--- src/rtl/jtag_pkg.sv ---
// -----------------------------------------------------------------------------
// jtag_pkg
//
// Shared definitions for the JTAG TAP controller:
//   - tap_state_e : 4-bit encoding of the 16 TAP states (also the value driven
//                   on jtag_tap_ctrl.tap_state)
//   - IR_BYPASS / IR_IDCODE / IR_USER : instruction opcodes, written as plain
//                   integers so they can be sized to any IR width with a cast
//                   (IR_BYPASS = -1 sizes to all ones)
//   - IR_CAPTURE  : fixed pattern loaded into the IR shift register in
//                   Capture-IR (zero-extended to the IR width)
//   - dr_sel_e    : which data register the current instruction selects
// -----------------------------------------------------------------------------
package jtag_pkg;

    typedef enum logic [3:0] {
        TLR    = 4'd0,
        RTI    = 4'd1,
        SEL_DR = 4'd2,
        CAP_DR = 4'd3,
        SH_DR  = 4'd4,
        EX1_DR = 4'd5,
        PAU_DR = 4'd6,
        EX2_DR = 4'd7,
        UPD_DR = 4'd8,
        SEL_IR = 4'd9,
        CAP_IR = 4'd10,
        SH_IR  = 4'd11,
        EX1_IR = 4'd12,
        PAU_IR = 4'd13,
        EX2_IR = 4'd14,
        UPD_IR = 4'd15
    } tap_state_e;

    localparam int IR_BYPASS = -1;
    localparam int IR_IDCODE = 1;
    localparam int IR_USER   = 2;

    localparam logic [1:0] IR_CAPTURE = 2'b01;

    typedef enum logic [1:0] {
        SEL_BYPASS = 2'd0,
        SEL_IDCODE = 2'd1,
        SEL_USER   = 2'd2
    } dr_sel_e;

endpackage

--- src/rtl/jtag_tap_fsm.sv ---
// -----------------------------------------------------------------------------
// jtag_tap_fsm
//
// The 16-state IEEE 1149.1 TAP state machine. The state is a plain register
// clocked by tck; nothing downstream sees tms combinationally.
//
// Ports:
//   tck   in   test clock
//   trst  in   asynchronous active-low test reset (forces TLR)
//   tms   in   mode select, sampled on posedge tck
//   state out  current TAP state
// -----------------------------------------------------------------------------
module jtag_tap_fsm
    import jtag_pkg::*;
(
    input  logic       tck,
    input  logic       trst,
    input  logic       tms,
    output tap_state_e state
);

    tap_state_e state_nxt;

    // NOTE: sequential state is written with non-blocking assignments so every
    // register updated on the same edge sees the pre-edge values of the others.
    always_ff @(posedge tck or negedge trst) begin
        if (!trst) begin
            state <= TLR;
        end else begin
            state <= state_nxt;
        end
    end

    always_comb begin
        // NOTE: assigning a default before the case keeps every path driven,
        // so no latch is inferred for state_nxt.
        state_nxt = state;
        case (state)
            TLR:     state_nxt = tms ? TLR    : RTI;
            RTI:     state_nxt = tms ? SEL_DR : RTI;
            SEL_DR:  state_nxt = tms ? SEL_IR : CAP_DR;
            CAP_DR:  state_nxt = tms ? EX1_DR : SH_DR;
            SH_DR:   state_nxt = tms ? EX1_DR : SH_DR;
            EX1_DR:  state_nxt = tms ? UPD_DR : PAU_DR;
            PAU_DR:  state_nxt = tms ? EX2_DR : PAU_DR;
            EX2_DR:  state_nxt = tms ? UPD_DR : SH_DR;
            UPD_DR:  state_nxt = tms ? SEL_DR : RTI;
            SEL_IR:  state_nxt = tms ? TLR    : CAP_IR;
            CAP_IR:  state_nxt = tms ? EX1_IR : SH_IR;
            SH_IR:   state_nxt = tms ? EX1_IR : SH_IR;
            EX1_IR:  state_nxt = tms ? UPD_IR : PAU_IR;
            PAU_IR:  state_nxt = tms ? EX2_IR : PAU_IR;
            EX2_IR:  state_nxt = tms ? UPD_IR : SH_IR;
            UPD_IR:  state_nxt = tms ? SEL_DR : RTI;
            default: state_nxt = TLR;
        endcase
    end

endmodule

--- src/rtl/jtag_tap_ctrl.sv ---
// -----------------------------------------------------------------------------
// jtag_tap_ctrl
//
// Slave-side JTAG TAP: TAP FSM, instruction register and the BYPASS, IDCODE
// and USER data registers. The USER register is exposed to on-chip logic.
//
// Build option:
//   JTAG_TAP_IDCODE_EN  defined   -> IDCODE DR present, TLR loads IR=IDCODE
//                       undefined -> no IDCODE DR, TLR loads IR=BYPASS and
//                                    opcode 1 decodes as BYPASS
//
// Ports:
//   tck            in   test clock
//   trst           in   asynchronous active-low test reset
//   tdi            in   serial data in (posedge tck)
//   tms            in   mode select (posedge tck)
//   tdo            out  serial data out (launched on negedge tck)
//   tdo_en         out  high while shifting IR or DR
//   tap_state      out  current TAP state (jtag_pkg::tap_state_e encoding)
//   ir_out         out  current (updated) instruction
//   user_dr_in     in   value captured at Capture-DR when USER is selected
//   user_dr_out    out  USER value latched at Update-DR
//   user_dr_update out  one-tck pulse when user_dr_out is written
// -----------------------------------------------------------------------------
module jtag_tap_ctrl
    import jtag_pkg::*;
#(
    parameter int          IR_WIDTH      = 4,
    parameter int          USER_DR_WIDTH = 16,
    parameter logic [31:0] IDCODE_VAL    = 32'h1A2B_C3D5
) (
    input  logic                     tck,
    input  logic                     trst,
    input  logic                     tdi,
    input  logic                     tms,
    output logic                     tdo,
    output logic                     tdo_en,
    output logic [3:0]               tap_state,
    output logic [IR_WIDTH-1:0]      ir_out,
    input  logic [USER_DR_WIDTH-1:0] user_dr_in,
    output logic [USER_DR_WIDTH-1:0] user_dr_out,
    output logic                     user_dr_update
);

    localparam logic [IR_WIDTH-1:0] OP_BYPASS  = IR_WIDTH'(IR_BYPASS);
    localparam logic [IR_WIDTH-1:0] OP_USER    = IR_WIDTH'(IR_USER);
    localparam logic [IR_WIDTH-1:0] IR_CAP_VAL = IR_WIDTH'(IR_CAPTURE);
`ifdef JTAG_TAP_IDCODE_EN
    localparam logic [IR_WIDTH-1:0] OP_IDCODE  = IR_WIDTH'(IR_IDCODE);
    localparam logic [IR_WIDTH-1:0] OP_RESET   = OP_IDCODE;
`else
    localparam logic [IR_WIDTH-1:0] OP_RESET   = OP_BYPASS;
`endif

    // Elaboration-time parameter sanity checks.
    if (IR_WIDTH < 2) begin : g_bad_ir_width
        $error("jtag_tap_ctrl: IR_WIDTH must be at least 2");
    end
    if (IDCODE_VAL[0] != 1'b1) begin : g_bad_idcode
        $error("jtag_tap_ctrl: IDCODE_VAL bit 0 must be 1");
    end

    tap_state_e state;

    jtag_tap_fsm u_fsm (
        .tck   (tck),
        .trst  (trst),
        .tms   (tms),
        .state (state)
    );

    assign tap_state = state;

    // ---------------------------------------------------------------- IR path
    logic [IR_WIDTH-1:0] ir;
    logic [IR_WIDTH-1:0] ir_shift;

    always_ff @(posedge tck or negedge trst) begin
        if (!trst) begin
            ir       <= OP_RESET;
            ir_shift <= '0;
        end else begin
            case (state)
                TLR:     ir       <= OP_RESET;
                CAP_IR:  ir_shift <= IR_CAP_VAL;
                SH_IR:   ir_shift <= {tdi, ir_shift[IR_WIDTH-1:1]};
                UPD_IR:  ir       <= ir_shift;
                default: ;
            endcase
        end
    end

    assign ir_out = ir;

    // ------------------------------------------------------ instruction decode
    // Unknown opcodes fall through to BYPASS.
    dr_sel_e dr_sel;

    always_comb begin
        dr_sel = SEL_BYPASS;
        if (ir == OP_USER) begin
            dr_sel = SEL_USER;
        end
`ifdef JTAG_TAP_IDCODE_EN
        else if (ir == OP_IDCODE) begin
            dr_sel = SEL_IDCODE;
        end
`endif
    end

    // ---------------------------------------------------------------- DR path
    // Only the selected register captures or shifts; pause/exit states hold.
    logic                     bypass_reg;
    logic [USER_DR_WIDTH-1:0] user_shift;
`ifdef JTAG_TAP_IDCODE_EN
    logic [31:0]              idcode_shift;
`endif

    always_ff @(posedge tck or negedge trst) begin
        if (!trst) begin
            bypass_reg   <= 1'b0;
            user_shift   <= '0;
`ifdef JTAG_TAP_IDCODE_EN
            idcode_shift <= '0;
`endif
        end else if (state == CAP_DR) begin
            case (dr_sel)
                SEL_USER:   user_shift   <= user_dr_in;
`ifdef JTAG_TAP_IDCODE_EN
                SEL_IDCODE: idcode_shift <= IDCODE_VAL;
`endif
                default:    bypass_reg   <= 1'b0;
            endcase
        end else if (state == SH_DR) begin
            case (dr_sel)
                SEL_USER:   user_shift   <= {tdi, user_shift[USER_DR_WIDTH-1:1]};
`ifdef JTAG_TAP_IDCODE_EN
                SEL_IDCODE: idcode_shift <= {tdi, idcode_shift[31:1]};
`endif
                default:    bypass_reg   <= tdi;
            endcase
        end
    end

    // ------------------------------------------------------------ USER update
    // Only an Update-DR with USER selected commits; an aborted shift (trst)
    // never reaches this state, so partial data is never exposed.
    always_ff @(posedge tck or negedge trst) begin
        if (!trst) begin
            user_dr_out    <= '0;
            user_dr_update <= 1'b0;
        end else begin
            user_dr_update <= 1'b0;
            if (state == UPD_DR && dr_sel == SEL_USER) begin
                user_dr_out    <= user_shift;
                user_dr_update <= 1'b1;
            end
        end
    end

    // -------------------------------------------------------------- tdo path
    logic dr_lsb;

    always_comb begin
        dr_lsb = bypass_reg;
        case (dr_sel)
            SEL_USER:   dr_lsb = user_shift[0];
`ifdef JTAG_TAP_IDCODE_EN
            SEL_IDCODE: dr_lsb = idcode_shift[0];
`endif
            default:    dr_lsb = bypass_reg;
        endcase
    end

    // Launched on the falling edge so the master samples a stable bit on the
    // next rising edge; the first bit out is the captured LSB.
    always_ff @(negedge tck or negedge trst) begin
        if (!trst) begin
            tdo    <= 1'b0;
            tdo_en <= 1'b0;
        end else if (state == SH_IR) begin
            tdo    <= ir_shift[0];
            tdo_en <= 1'b1;
        end else if (state == SH_DR) begin
            tdo    <= dr_lsb;
            tdo_en <= 1'b1;
        end else begin
            tdo    <= 1'b0;
            tdo_en <= 1'b0;
        end
    end

endmodule

--- config.mk ---
export PLATFORM = sky130hd
export DESIGN_NAME = jtag_tap_ctrl
export DESIGN_NICKNAME = d
export VERILOG_FILES = /design/src/rtl/jtag_pkg.sv /design/src/rtl/jtag_tap_fsm.sv /design/src/rtl/jtag_tap_ctrl.sv
export SDC_FILE = /design/constraint.sdc
export NUM_CORES = 1
export LEC_CHECK = 0
export CORE_AREA = 2 2 70 72
export CTS_CLUSTER_SIZE = 16
export DETAILED_ROUTE_END_ITERATION = 12
export DIE_AREA = 0 0 72 74
export PLACE_DENSITY_LB_ADDON = 0.12
export SKIP_CTS_REPAIR_TIMING = 1
export SLEW_MARGIN = 20
export SYNTH_ARGS = -nofsm -noshare
export SYNTH_HDL_FRONTEND = slang
export SYNTH_SLANG_ARGS = --single-unit
--- constraint.sdc ---
create_clock -name tck -period 2.1 [get_ports tck]
set_input_delay 0.21 -clock tck [delete_from_list [all_inputs] [get_ports tck]]
set_output_delay 0.21 -clock tck [all_outputs]
set_load 0.02 [all_outputs]
== Word-level counts from Yosys, hierarchy flattened ==
Index checks and enable logic that the tools add are counted.
Word-level totals
  latch bits: 0
  memories: 0
  bits in read-only memories: 0
  bits in registers: 48
  input port bits: 20
  RAM bits: 0
  output and inout bits: 27
Cells by class
  div/mod/pow operators: 0
  bitwise logic cells: 1
  equality and inequality tests: 17
  magnitude comparators: 0
  add/sub/neg operators: 0
  muxes and demuxes: 30
  shifts and indexed selects: 0
  $mul: 0
  reductions and logical operators: 10
Operators by type and width (number)
  $mux 16: 4
  $pmux 4 s12: 1
  $eq 4x4->1 const B: 8
  $eq 4x3->1 const B: 4
  $mux 4: 4
  $pmux 4 s2: 2
  $mux 1: 13
  $eq 4x2->1 const B: 3
  $mux 2: 4
  $mux 3: 2
  $reduce_bool 2->1: 3
  $eq 4x1->1 const B: 1
  $logic_not 4->1: 1
  $reduce_and 2->1: 2
  $reduce_or 2->1: 2
  $reduce_or 3->1: 1
  $eq 2x2->1 const B: 1
  $logic_and 1x1->1: 1
  $not 1->1: 1

== Logic depth before layout (Yosys ltp) ==
  depth after elaboration: 6
  mapped depth: 7
  mapped depth without buffers: 4

== Cells and area by module ==
From an unflattened synthesis, not the netlist that was laid out.
Second synthesis, totals
  cell total of the unflattened synthesis: 181
  area total of the unflattened synthesis: 2386.0 um^2
By module, submodules not included
  jtag_tap_ctrl: instances 1, cells an instance 144, sequential area each 1106.1 um^2, area each 2072.0 um^2
  jtag_tap_fsm: instances 1, cells an instance 37, sequential area each 100.1 um^2, area each 314.1 um^2

==> flow_metrics.tcl <==
set metrics [dict create \
    route.detailed.drc 0 \
    power_density_nw_per_um2 1085 \
    cp_cell_sequence "nor4b_4 -> mux2i_1 -> o22ai_1" \
    violations "setup timing" \
    crit_fanout 2 \
    instances_no_fill 311 \
    r2r_start "ir_out[1]$_DFFE_PN1P_" \
    slowest_delay_ns 0.54 \
    dpl_cell_area_um2 2821 \
    status "finished, violations left" \
    diodes 0 \
    wl_mm 4.357 \
    wl_per_cell_um 14.01 \
    reg2regPathDepth 3 \
    io_buffers 46 \
    rsz0062_at_grt "true" \
    core_um2 4598 \
    vias_per_cell 5.286 \
    critPathLaunchType "register" \
    crit_start "ir_out[1]$_DFFE_PN1P_" \
    dieArea_um2 5328 \
    dp.final_hpwl_mm 3.101 \
    drive_gt1_frac 0.2062 \
    hold_violations 0 \
    dr.first_iter.drc_count 109 \
    fp.dieH_um 74 \
    cts-root-buf "clkbuf_8" \
    grt_use_total 0.1788 \
    synth_warnings 0 \
    end_kind "register" \
    clock-skew-final_ns 0.01124 \
    leakagePower_nw 1.336 \
    yosys.area.top_type "dfrtp_1" \
    synth_area_leaders "dfrtp_1 (47%), mux2i_1 (7.1%), mux2_4 (6.0%)" \
    yosysSeqAreaShare 0.5338 \
    syn_inst 202 \
    antenna_found_initial 0 \
    worst_pin_slew_ns 0.6721 \
    vias 1644 \
    htree_levels 2 \
    row_count 25 \
    overflow 0 \
    crit_end "tdo$_DFF_NN0_" \
    start_util 0.4914 \
    synth_nets 222 \
    maxCapViolCount 0 \
    synth_edf_count 0 \
    rrSetupSlack_ns -0.19 \
    place.gp.congestion 0.7335 \
    cts.sinks 48 \
    grt_pass1_wl_mm 7.217 \
    async_flop_share 1.000 \
    grt_max_degree 33 \
    slew_violations 0 \
    die_w_um 72 \
    vdd_drop_max_uv 460.8 \
    ant_nets 0 \
    critical_path_arrival_ns 1.39 \
    path_buf_inv 0 \
    clock_latency_ns 0.30 \
    critical_path_depth 3 \
    critPathKind "register to register" \
    critPathTopFamily "flip-flops" \
    fin_area_um2 2928 \
    top_regs "user_dr_out (16), user_shift (16)" \
    layout_common_cells "clkdlybuf4s50_1 (43), dfrtp_1 (39), nand2_1 (31)" \
    tns_ns -0.1905 \
    area_growth_pct 29.57 \
    final_common_cell "clkdlybuf4s50_1" \
    slew_headroom 0.5503 \
    post-place-cells 302 \
    synth_cell_type_count 37 \
    yosysTopAreaCellShare 0.4651 \
    crit_slowest_cell "dfstp_2" \
    synthFlopType "dfrtp_1" \
    clk_path_buf_depth 2 \
    tritoncts "built" \
    io_pins 47 \
    cts_buffers 5 \
    avgSynthCellArea_um2 11.19 \
    worstHoldPathType "input pin to async pin" \
    grt_pass1_vias 1495 \
    path_clk_slew_ns 0.09 \
    dr.pass1.iters 4 \
    netlist_area_um2 2260 \
    setup_viol 1 \
    fin_nets 276 \
    synth-seq-cells 48 \
    fin_ws_ns -0.1905 \
    critPathRequiredTime_ns 1.20 \
    worstReg2RegEnd "tdo$_DFF_NN0_" \
    holdWs_ns 0.4592 \
]
## tightest hold or removal path: cells and delay by family
family,cells,cell delay (ns)
buf+inv,3,0.94
## cells in the mapped netlist, types with 2 or more instances
cell / count
mux2_2: 8
nand2b_1: 2
buf_6: 2
dfstp_2: 4
nor3_1: 2
buf_4: 4
nand2_1: 31
o21ai_1: 2
nor2b_1: 5
nor2_1: 11
clkbuf_1: 6
a221oi_1: 2
a21oi_1: 2
a22oi_1: 3
mux2_4: 9
nand3_1: 4
mux2i_1: 16
inv_1: 3
dfrtn_1: 2
buf_2: 2
o21ai_0: 25
dfrtp_1: 42
## report_power, final
part | switching, W | total (W) | internal (W)
Combinational | 0.000627 | 0.00124 | 0.000617
Clock | 0.000305 | 0.000573 | 0.000268
Sequential | 0.000204 | 0.00136 | 0.00115
## worst min path at each step
| stage | to | slack, ns | cells after the start |
|---|---|---|---|
| 2_1_floorplan | bypass_reg$_DFFE_PN0P_ | -0.09 | 0 |
| 3_5_place_dp | u_fsm.state[0]$_DFF_PN0_ | 0.26 | 2 |
| 3_3_place_gp | u_fsm.state[0]$_DFF_PN0_ | 0.26 | 2 |
| 4_1_cts | user_shift[1]$_DFFE_PN0P_ | -0.07 | 2 |
| 6_report | u_fsm.state[2]$_DFF_PN0_ | 0.46 | 3 |
| 5_1_grt | user_shift[1]$_DFFE_PN0P_ | 0.51 | 3 |
## per-layer routing
metal	vias up	part of all wire	global-route usage	routed length, µm
met4	0	0.013	0.05660	55
li1	811	-	-	-
met5	-	0	0	0
met3	6	0.054	0.05556	235
met2	37	0.48	0.2726	2084
met1	790	0.45	0.2473	1981
## cells by family (layout without fill, tap and decap cells)
logic type / after synthesis / count (layout) / synth area share
flops: 48 / 48 / 0.5338
simple gates: 61 / 61 / 0.1384
mux: 33 / 33 / 0.1705
compound gates: 42 / 42 / 0.1108
buf+inv: 17 / 72 / 0.04263
xor+xnor: 1 / 1 / 0.003877
## layout make-up
type	instances	area [µm²]
Sequential cell	48	1210
Clock inverter	1	7.507
Tap cell	54	67.56
Multi-Input combinational cell	137	979.7
Clock buffer	7	86.33
Timing Repair Buffer	61	565.5
Fill cell	394	1670
Inverter	3	11.26
## through the flow
step | util | worst slack, ns | total power (W)
5_1_grt | 0.6367 | -0.2465 | 0.003381
3_5_place_dp | 0.6136 | -0.1741 | 0.002633
2_1_floorplan | - | -0.3509 | 0.002199
6_report | 0.6367 | -0.1905 | 0.003176
4_1_cts | 0.6340 | -0.4401 | 0.003203
3_3_place_gp | 0.6136 | -0.1317 | 0.002605
Note: power is estimated with default switching activity, not from simulation.
==> RTL change: new RTL, same settings <==
`USER_DR_WIDTH`: 16 -> 20.
--- a/src/rtl/jtag_tap_ctrl.sv
+++ b/src/rtl/jtag_tap_ctrl.sv
@@ -26,7 +26,7 @@
     import jtag_pkg::*;
 #(
     parameter int          IR_WIDTH      = 4,
-    parameter int          USER_DR_WIDTH = 16,
+    parameter int          USER_DR_WIDTH = 20,
     parameter logic [31:0] IDCODE_VAL    = 32'h1A2B_C3D5
 ) (
     input  logic                     tck,
Ports: changed (resized user_dr_in and user_dr_out); port bits go from 47 to 55. The function was not compared with the original's and may differ.
==> RTL change against the unedited design <==
- cell area increased by 17%
- worst hold slack worse by 0.15 ns
- total power is 16% higher
- wire length grew 13%
- sequential cell count up 8
- the flow still finishes with violations (setup timing)
- synthesized area up 17%
- setup slack worse by 0.21 ns
- highest routed layer unchanged
- largest power group unchanged
==> RTL change: results (changes against the unedited design) <==
run_status: "complete, but fails checks"  # unchanged
violations: "setup timing"  # unchanged
placedCellCount: 334  # was 302
place.gp.congestion: 0.766  # was 0.734
syn_avg_cell_area_um2: 11.6  # was 11.2 um2
syn_nets: 251  # was 222
via_per_inst: 5.39  # was 5.29
finClkSkew_ns: 0.00660  # was 0.0112 ns
place.detailed.hpwl_mm: 3.50  # was 3.10 mm
grt_max_degree: 50  # was 33
grt_pass1_wl_mm: 8.16  # was 7.22 mm
placement.cell_area_um2: 3290  # was 2820 um2
setup_violations: 1  # unchanged
ys_top_cells_by_area: "dfrtp_1, mux2_4, mux2i_1"  # was dfrtp_1, mux2i_1, mux2_4
synth_sequential_area_ratio_pct: 53.3  # was 53.4%
globalRouteTotalUtil_pct: 20.0  # was 17.9%
ir_drop_uv: 835  # was 461 uV
dr.first_iter.drc_count: 81  # was 109
wl_mm: 4.94  # was 4.36 mm
fillers: 333  # was 394
vias: 1853  # was 1644
crit_arrival_ns: 1.61  # was 1.39 ns
tns_ns: -0.400  # was -0.191 ns
whs_ns: 0.305  # was 0.459 ns
fin_nets: 313  # was 276
place_ws_ns: -0.367  # was -0.174 ns
grt_pass1_vias: 1773  # was 1495
setup_slack_ns: -0.400  # was -0.191 ns
port_buffers: 54  # was 46
drive_gt1_share_pct: 21.7  # was 20.6%
synth_common_cells: "dfrtp_1, nand2_1, o21ai_1, mux2_4, mux2i_1"  # was dfrtp_1, nand2_1, o21ai_0, mux2i_1, nor2_1
reg_top3: "user_dr_out x20, user_shift x20"  # was user_dr_out x16, user_shift x16
-- RTL change: cell types whose count changed in the layout (fill, tap and decap cells not counted), sizes merged, moves of 3 or more --
cell | unedited run | this run
buf | 17 | 20
o21ai | 28 | 32
mux2 | 17 | 22
dfrtp | 42 | 50
clkdlybuf4s50 | 43 | 51
mux2i | 16 | 19
-- RTL change: layout make-up --
| type | count | area, um2 | share of cell area (%) |
|---|---|---|---|
| clock inverters | 3 | 42.5 | 1.24 |
| repair buffers | 72 | 688 | 20.1 |
| inverters | 3 | 11.3 | 0.329 |
| multi-input cells | 151 | 1130 | 33.1 |
| well taps | 54 | 67.6 | 1.97 |
| flip-flops and latches | 56 | 1410 | 41.2 |
| clock buffers | 5 | 68.8 | 2.01 |
-- RTL change: worst max-delay path by stage --
stage,start,endpoint,slack [ns],cells past startpoint
after detailed placement,ir_out[1],tdo,-0.37,3
after global placement,ir_out[1],tdo,-0.34,3
after floorplan,ir_out[1],tdo,-0.51,3
after global routing,ir_out[1],tdo,-0.45,3
final,ir_out[1],tdo,-0.40,3
after CTS,tdo,tdo,-0.48,1
-- RTL change: routing by layer --
metal / global-route usage (%) / routed length [um]
met5: 0 / 0
met4: 6.92 / 67
met3: 4.07 / 189
met2: 34.9 / 2530
met1: 25.2 / 2160
-- RTL change: cells by family (layout without fill, tap and decap cells) --
family | after synthesis | count (layout) | synth area share [%]
and+or+nand+nor | 62 | 62 | 12.0
DFF | 56 | 56 | 53.3
AOI/OAI and AO/OA | 47 | 47 | 10.6
muxes | 41 | 41 | 19.3
buffers and inverters | 20 | 83 | 4.46
xor gates and xnor gates | 1 | 1 | 0.332
-- RTL change: power breakdown --
part           internal (uW)  switching, uW  leakage, uW
clock                    353            344    0.0000541
sequential              1330            194     0.000652
combinational            735            715     0.000902
